**src/rtl/mux_console.sv**
```systemverilog
// mux_console: memory-mapped 8N1 serial console on the CPU system bus.
//   Two byte addresses starting at BASE_ADDR:
//     BASE+0  read STATUS {3'b0, fe, ovr, txIdle, txNotFull, rxReady};
//             write bit3 clears ovr, bit4 clears fe
//     BASE+1  read RX holding byte (readEnBus clears rxReady);
//             write pushes a byte into the TX FIFO
// Ports:
//   clock, reset            system clock, synchronous active-high reset
//   addressBus, dataOutBus  CPU address and write data
//   writeEnBus, readEnBus   CPU write strobe / read-sample strobe
//   dataInBus, selected     read data (zero when not decoded), decode hit
//   txd, rxd                serial out (idle high), serial in (asynchronous)
module mux_console #(
    parameter logic [15:0] BASE_ADDR    = 16'hF200,
    parameter int unsigned CLKS_PER_BIT = 16,
    parameter int unsigned TX_DEPTH     = 4
) (
    input  logic        clock,
    input  logic        reset,
    input  logic [15:0] addressBus,
    input  logic [7:0]  dataOutBus,
    input  logic        writeEnBus,
    input  logic        readEnBus,
    output logic [7:0]  dataInBus,
    output logic        selected,
    output logic        txd,
    input  logic        rxd
);
    localparam int unsigned PW = $clog2(TX_DEPTH);
    localparam int unsigned CW = $clog2(TX_DEPTH) + 1;
    localparam int unsigned TW = $clog2(CLKS_PER_BIT);
    localparam logic [TW-1:0] T_LAST  = TW'(CLKS_PER_BIT - 1);
    localparam logic [TW-1:0] T_HALF  = TW'(CLKS_PER_BIT / 2 - 1);
    localparam logic [CW-1:0] DEPTH_C = CW'(TX_DEPTH);

    typedef enum logic [1:0] {S_IDLE, S_START, S_DATA, S_STOP} state_t;

    // ---------------- address decode ----------------
    logic sel_stat, sel_data;
    assign sel_stat = (addressBus == BASE_ADDR);
    assign sel_data = (addressBus == BASE_ADDR + 16'd1);
    assign selected = sel_stat | sel_data;

    // ---------------- TX FIFO ----------------
    logic [7:0]    fifo_q [TX_DEPTH];
    logic [PW-1:0] wr_ptr_q, rd_ptr_q;
    logic [CW-1:0] count_q;
    logic          tx_pop, push_ok, fifo_nonempty;

    assign fifo_nonempty = (count_q != '0);
    // A full FIFO still accepts a push when the shifter pops in the same cycle.
    assign push_ok = writeEnBus && sel_data && ((count_q < DEPTH_C) || tx_pop);

    always_ff @(posedge clock) begin
        if (reset) begin
            wr_ptr_q <= '0;
            rd_ptr_q <= '0;
            count_q  <= '0;
        end else begin
            if (push_ok) wr_ptr_q <= wr_ptr_q + PW'(1);
            if (tx_pop)  rd_ptr_q <= rd_ptr_q + PW'(1);
            case ({push_ok, tx_pop})
                2'b10:   count_q <= count_q + CW'(1);
                2'b01:   count_q <= count_q - CW'(1);
                default: ;
            endcase
        end
    end

    always_ff @(posedge clock) begin
        if (push_ok) fifo_q[wr_ptr_q] <= dataOutBus;
    end

    // ---------------- TX FSM ----------------
    state_t        tx_state_q, tx_state_d;
    logic [TW-1:0] tx_tmr_q, tx_tmr_d;
    logic [2:0]    tx_bit_q, tx_bit_d;
    logic [7:0]    tx_shift_q, tx_shift_d;

    always_ff @(posedge clock) begin
        if (reset) begin
            tx_state_q <= S_IDLE;
            tx_tmr_q   <= '0;
            tx_bit_q   <= '0;
            tx_shift_q <= '0;
        end else begin
            tx_state_q <= tx_state_d;
            tx_tmr_q   <= tx_tmr_d;
            tx_bit_q   <= tx_bit_d;
            tx_shift_q <= tx_shift_d;
        end
    end

    always_comb begin
        tx_state_d = tx_state_q;
        tx_tmr_d   = tx_tmr_q;
        tx_bit_d   = tx_bit_q;
        tx_shift_d = tx_shift_q;
        tx_pop     = 1'b0;
        case (tx_state_q)
            S_IDLE: begin
                if (fifo_nonempty) begin
                    tx_pop     = 1'b1;
                    tx_shift_d = fifo_q[rd_ptr_q];
                    tx_tmr_d   = '0;
                    tx_state_d = S_START;
                end
            end
            S_START: begin
                if (tx_tmr_q == T_LAST) begin
                    tx_tmr_d   = '0;
                    tx_bit_d   = '0;
                    tx_state_d = S_DATA;
                end else begin
                    tx_tmr_d = tx_tmr_q + TW'(1);
                end
            end
            S_DATA: begin
                if (tx_tmr_q == T_LAST) begin
                    tx_tmr_d   = '0;
                    tx_shift_d = {1'b0, tx_shift_q[7:1]};
                    if (tx_bit_q == 3'd7) tx_state_d = S_STOP;
                    else                  tx_bit_d   = tx_bit_q + 3'd1;
                end else begin
                    tx_tmr_d = tx_tmr_q + TW'(1);
                end
            end
            default: begin // S_STOP
                if (tx_tmr_q == T_LAST) begin
                    tx_tmr_d = '0;
                    // Chain straight into the next start bit so frames are gapless.
                    if (fifo_nonempty) begin
                        tx_pop     = 1'b1;
                        tx_shift_d = fifo_q[rd_ptr_q];
                        tx_state_d = S_START;
                    end else begin
                        tx_state_d = S_IDLE;
                    end
                end else begin
                    tx_tmr_d = tx_tmr_q + TW'(1);
                end
            end
        endcase
    end

    always_comb begin
        case (tx_state_q)
            S_START: txd = 1'b0;
            S_DATA:  txd = tx_shift_q[0];
            default: txd = 1'b1;
        endcase
    end

    // ---------------- RX synchroniser ----------------
    // s1/s2 form the synchroniser; s3 is s2 delayed, used only for edge detect.
    logic rx_s1_q, rx_s2_q, rx_s3_q;

    always_ff @(posedge clock) begin
        if (reset) begin
            rx_s1_q <= 1'b1;
            rx_s2_q <= 1'b1;
            rx_s3_q <= 1'b1;
        end else begin
            rx_s1_q <= rxd;
            rx_s2_q <= rx_s1_q;
            rx_s3_q <= rx_s2_q;
        end
    end

    // ---------------- RX FSM ----------------
    state_t        rx_state_q, rx_state_d;
    logic [TW-1:0] rx_tmr_q, rx_tmr_d;
    logic [2:0]    rx_bit_q, rx_bit_d;
    logic [7:0]    rx_shift_q, rx_shift_d;
    logic          rx_stop_sample;

    always_ff @(posedge clock) begin
        if (reset) begin
            rx_state_q <= S_IDLE;
            rx_tmr_q   <= '0;
            rx_bit_q   <= '0;
            rx_shift_q <= '0;
        end else begin
            rx_state_q <= rx_state_d;
            rx_tmr_q   <= rx_tmr_d;
            rx_bit_q   <= rx_bit_d;
            rx_shift_q <= rx_shift_d;
        end
    end

    always_comb begin
        rx_state_d     = rx_state_q;
        rx_tmr_d       = rx_tmr_q;
        rx_bit_d       = rx_bit_q;
        rx_shift_d     = rx_shift_q;
        rx_stop_sample = 1'b0;
        case (rx_state_q)
            S_IDLE: begin
                if (rx_s3_q && !rx_s2_q) begin
                    rx_tmr_d   = '0;
                    rx_state_d = S_START;
                end
            end
            S_START: begin
                // Mid start bit: the timer restarts here so later samples land mid-bit.
                if (rx_tmr_q == T_HALF) begin
                    rx_tmr_d   = '0;
                    rx_bit_d   = '0;
                    rx_state_d = rx_s2_q ? S_IDLE : S_DATA;
                end else begin
                    rx_tmr_d = rx_tmr_q + TW'(1);
                end
            end
            S_DATA: begin
                if (rx_tmr_q == T_LAST) begin
                    rx_tmr_d   = '0;
                    rx_shift_d = {rx_s2_q, rx_shift_q[7:1]};
                    if (rx_bit_q == 3'd7) rx_state_d = S_STOP;
                    else                  rx_bit_d   = rx_bit_q + 3'd1;
                end else begin
                    rx_tmr_d = rx_tmr_q + TW'(1);
                end
            end
            default: begin // S_STOP
                if (rx_tmr_q == T_LAST) begin
                    rx_tmr_d       = '0;
                    rx_stop_sample = 1'b1;
                    rx_state_d     = S_IDLE;
                end else begin
                    rx_tmr_d = rx_tmr_q + TW'(1);
                end
            end
        endcase
    end

    // ---------------- RX holding and status flags ----------------
    logic [7:0] rx_hold_q;
    logic       rx_ready_q, ovr_q, fe_q;
    logic       rd_clear, rx_load, stat_wr;

    assign rd_clear = readEnBus && sel_data;
    assign stat_wr  = writeEnBus && sel_stat;
    // A read consuming the old byte in the same cycle frees the holding register.
    assign rx_load  = rx_stop_sample && rx_s2_q && (!rx_ready_q || rd_clear);

    always_ff @(posedge clock) begin
        if (reset) begin
            rx_hold_q  <= '0;
            rx_ready_q <= 1'b0;
            ovr_q      <= 1'b0;
            fe_q       <= 1'b0;
        end else begin
            if (rx_load) begin
                rx_hold_q  <= rx_shift_q;
                rx_ready_q <= 1'b1;
            end else if (rd_clear) begin
                rx_ready_q <= 1'b0;
            end
            // Clears come first so a same-cycle set wins.
            if (stat_wr && dataOutBus[3]) ovr_q <= 1'b0;
            if (stat_wr && dataOutBus[4]) fe_q  <= 1'b0;
            if (rx_stop_sample && rx_s2_q && !rx_load) ovr_q <= 1'b1;
            if (rx_stop_sample && !rx_s2_q)            fe_q  <= 1'b1;
        end
    end

    // ---------------- read mux ----------------
    logic [7:0] status;
    logic       tx_idle, tx_not_full;

    assign tx_idle     = (tx_state_q == S_IDLE) && !fifo_nonempty;
    assign tx_not_full = (count_q < DEPTH_C);
    assign status      = {3'b000, fe_q, ovr_q, tx_idle, tx_not_full, rx_ready_q};

    always_comb begin
        dataInBus = 8'h00;
        if (sel_stat)      dataInBus = status;
        else if (sel_data) dataInBus = rx_hold_q;
    end
endmodule

```
**config.mk**
```make
export PLATFORM = sky130hd
export DESIGN_NAME = mux_console
export DESIGN_NICKNAME = d
export VERILOG_FILES = /design/src/rtl/mux_console.sv
export SDC_FILE = /design/constraint.sdc
export NUM_CORES = 1
export LEC_CHECK = 0
export CAP_MARGIN = 20
export CORE_ASPECT_RATIO = 1.5
export CORE_UTILIZATION = 50
export DETAILED_ROUTE_END_ITERATION = 8
export PLACE_DENSITY = 0.77
export SYNTH_ARGS = -nofsm -noshare
export SYNTH_HDL_FRONTEND = slang
export SYNTH_SLANG_ARGS = --single-unit
```
**constraint.sdc**
```tcl
create_clock -name clock -period 3.2 [get_ports clock]
set_input_delay 0.32 -clock clock [delete_from_list [all_inputs] [get_ports clock]]
set_output_delay 0.32 -clock clock [all_outputs]
set_load 0.005 [all_outputs]
```
==> flow_summary.ini <==
[global_route]
grt_pass1_vias = 2839
track_usage_pct = 19.9
grt_overflow = 0
grt_pass1_wl_um = 13200
antenna_found_initial = 0
grt_max_degree = 47

[floorplan]
initial_core_util_pct = 51.5
die_y_um = 113
dieArea_um2 = 8610
rows = 40
fp.dieW_um = 76.1
ios = 39
coreArea_um2 = 8010

[sta]
min_period_over_period_pct = 87.5
period_needed_ns = 2.80
tns_ns = 0
setup_violations = 0
drv_slew = 0
rsz0062_at_grt = false
slew_headroom_pct = 57.5
hold_viol = 0
worst_pin_slew_ns = 0.637
fmax_mhz = 357
finClkSkew_ns = 0.00709

[setup_path]
startpoint_type = primary input
crit_start = addressBus[13]
cp_data_required_time_ns = 2.88
arrival_ns = 2.48
end_kind = primary output
rr_startpoint = tx_state_q[0]$_SDFFE_PP0P_
r2r_setup_slack_ns = 0.62
path_max_fanout = 6
reg2regPathDepth = 10
crit_type = in2out

[power]
power_frac_clock_pct = 40.9
power_density_nw_per_um2 = 489
switching_share_pct = 23.7
vdd_drop_max_uv = 312
switchingPower_uw = 561
p_int_uw = 1810
power_frac_seq_pct = 51.0
p_comb_share_pct = 8.2
cellLeakagePower_uw = 0.00170

[clock_tree]
clkTransAtPathRegs_ns = 0.06
cts_max_level = 3
hold_buffers = 0
cts_buffers = 9
cts.sinks = 89
clk_latency_ns = 0.34
root_buffer = clkbuf_16
cts_max_path_buffers = 2
cts_tree = built
cts_resized = 0
post_cts_buffers = 0

[finish]
area_growth_pct = 17.6
multi_input_area_um2 = 1860
postLayoutCoreUtil_pct = 60.5
fillers = 668
drive_above_1_share_pct = 9.90
fin_nets = 454
n_antenna_cell = 0
seq_area_um2 = 2100
final_cell_area_um2 = 4850

[route]
drtPass1Iterations = 4
wire_per_inst_um = 15.2
routed_wirelength_um = 7890
vias = 2864
drtIter0Drc = 193
drtAntennaViolNets = 0
avgViaCountPerCell = 5.52
drcViolationCount = 0

[placement]
postPlaceCellArea_um2 = 4580
place.gp.congestion = 0.783
io_buffer_count = 38
dpl.hpwl_um = 5430

[worst_hold_path]
worstHoldStart = rx_s1_q$_SDFF_PP1_
min_path_cells = 1
hp-class = reg2reg

[synth]
yosysMostFrequentCell = dfxtp_1
ys_types = 54
yosysSeqAreaShare_pct = 51.0
ys.flop_type = dfxtp_1
yosys_warnings = 0
syn_nets = 418
synth_edf_count = 32
ys_async_sr_fraction_pct = 0
yosys-top-cells-area = dfxtp_1 28%, edfxtp_1 23%, mux2i_1 7.8%, ha_1 4.6%, mux4_2 4.4%
synthCells = 373
synth_top_area_share_pct = 27.7
synth_seq_cells = 89
synth_area_leader_cell = dfxtp_1
synth_common_cells = 57 x dfxtp_1, 43 x nor2_1, 32 x edfxtp_1, 32 x mux2i_1, 28 x nand2_1
avgSynthCellArea_um2 = 11.0
syn_area_um2 = 4120

[job]
max-cap-violations = 0

[status]
status = finished, final reports clean
-- cells by family (layout without fill, tap and decap cells) --
family | Yosys count | in the layout | synth area share [%]
simple gates | 130 | 130 | 17.4
flops | 89 | 89 | 51.0
compound gates | 54 | 54 | 9.02
mux | 40 | 40 | 12.1
buf+inv | 37 | 78 | 3.89
fa+ha+maj | 16 | 16 | 5.04
xor+xnor | 7 | 7 | 1.49
-- placed cells by master (no fill, tap or decap), drive strengths merged, types with 8 or more instances in the layout --
cell type	n
a211oi	9
o21ai	9
nand3	10
ha	15
nand2	28
mux2i	32
edfxtp	32
a21oi	20
nor2	43
dfxtp	57
clkbuf	10
inv	21
clkdlybuf4s50	38
mux4	8
-- worst max-delay path: stages --
cell             delay [ns]
clkdlybuf4s50_1        0.47
nor4bb_1               0.45
nand4_1                0.35
inv_1                  0.21
and3_1                 0.18
clkdlybuf4s50_1        0.50
-- area by class of cell --
type | count | area share, %
multi-input combinational | 247 | 38.3
inverter | 20 | 1.55
sequential | 89 | 43.4
tap | 105 | 2.71
timing repair buffer | 42 | 8.47
clock buffer | 10 | 4.72
clock inverter | 6 | 0.852
-- worst paths after layout --
path | end
worst min register to register | rx_s2_q$_SDFF_PP1_
worst max-delay path | dataInBus[5]
worst min-delay path | rx_s2_q$_SDFF_PP1_
worst max register to register | count_q[2]$_SDFFE_PP0P_
-- per-layer routing --
layer	track usage (%)	vias up	routed length [µm]
li1	-	1423	-
met2	38.0	64	4410
met3	4.11	10	257
met5	0	-	0
met4	8.08	0	124
met1	21.1	1367	3100
-- power groups by stage --
stage	logic [µW]	registers [µW]	clock network [µW]
floorplan	119	1220	0
global placement	186	1230	0
detailed placement	193	1230	0
CTS	195	1210	980
global route	217	1210	1030
finish	194	1210	968
-- flip-flops by register name, summed over array words and instances (netlist names), 2 cells and up, named ones only --
name	flops
tx_tmr_q	4
rx_shift_q	8
tx_state_q	2
wr_ptr_q	2
fifo_q	32
tx_shift_q	8
rx_tmr_q	4
rx_bit_q	3
tx_bit_q	3
rd_ptr_q	2
count_q	3
rx_state_q	2
rx_hold_q	8
-- through the flow --
step | hold WS [ns] | cells | total power, µW | setup slack, ns
2_1_floorplan | 0.389 | 373 | 1340 | 0.872
3_3_place_gp | 0.393 | 503 | 1420 | 0.481
3_5_place_dp | 0.405 | 503 | 1420 | 0.405
4_1_cts | 0.421 | 519 | 2380 | 0.395
5_1_grt | 0.426 | 519 | 2450 | 0.235
6_report | 0.413 | 519 | 2370 | 0.400
Power figures use the tool's default switching activity.
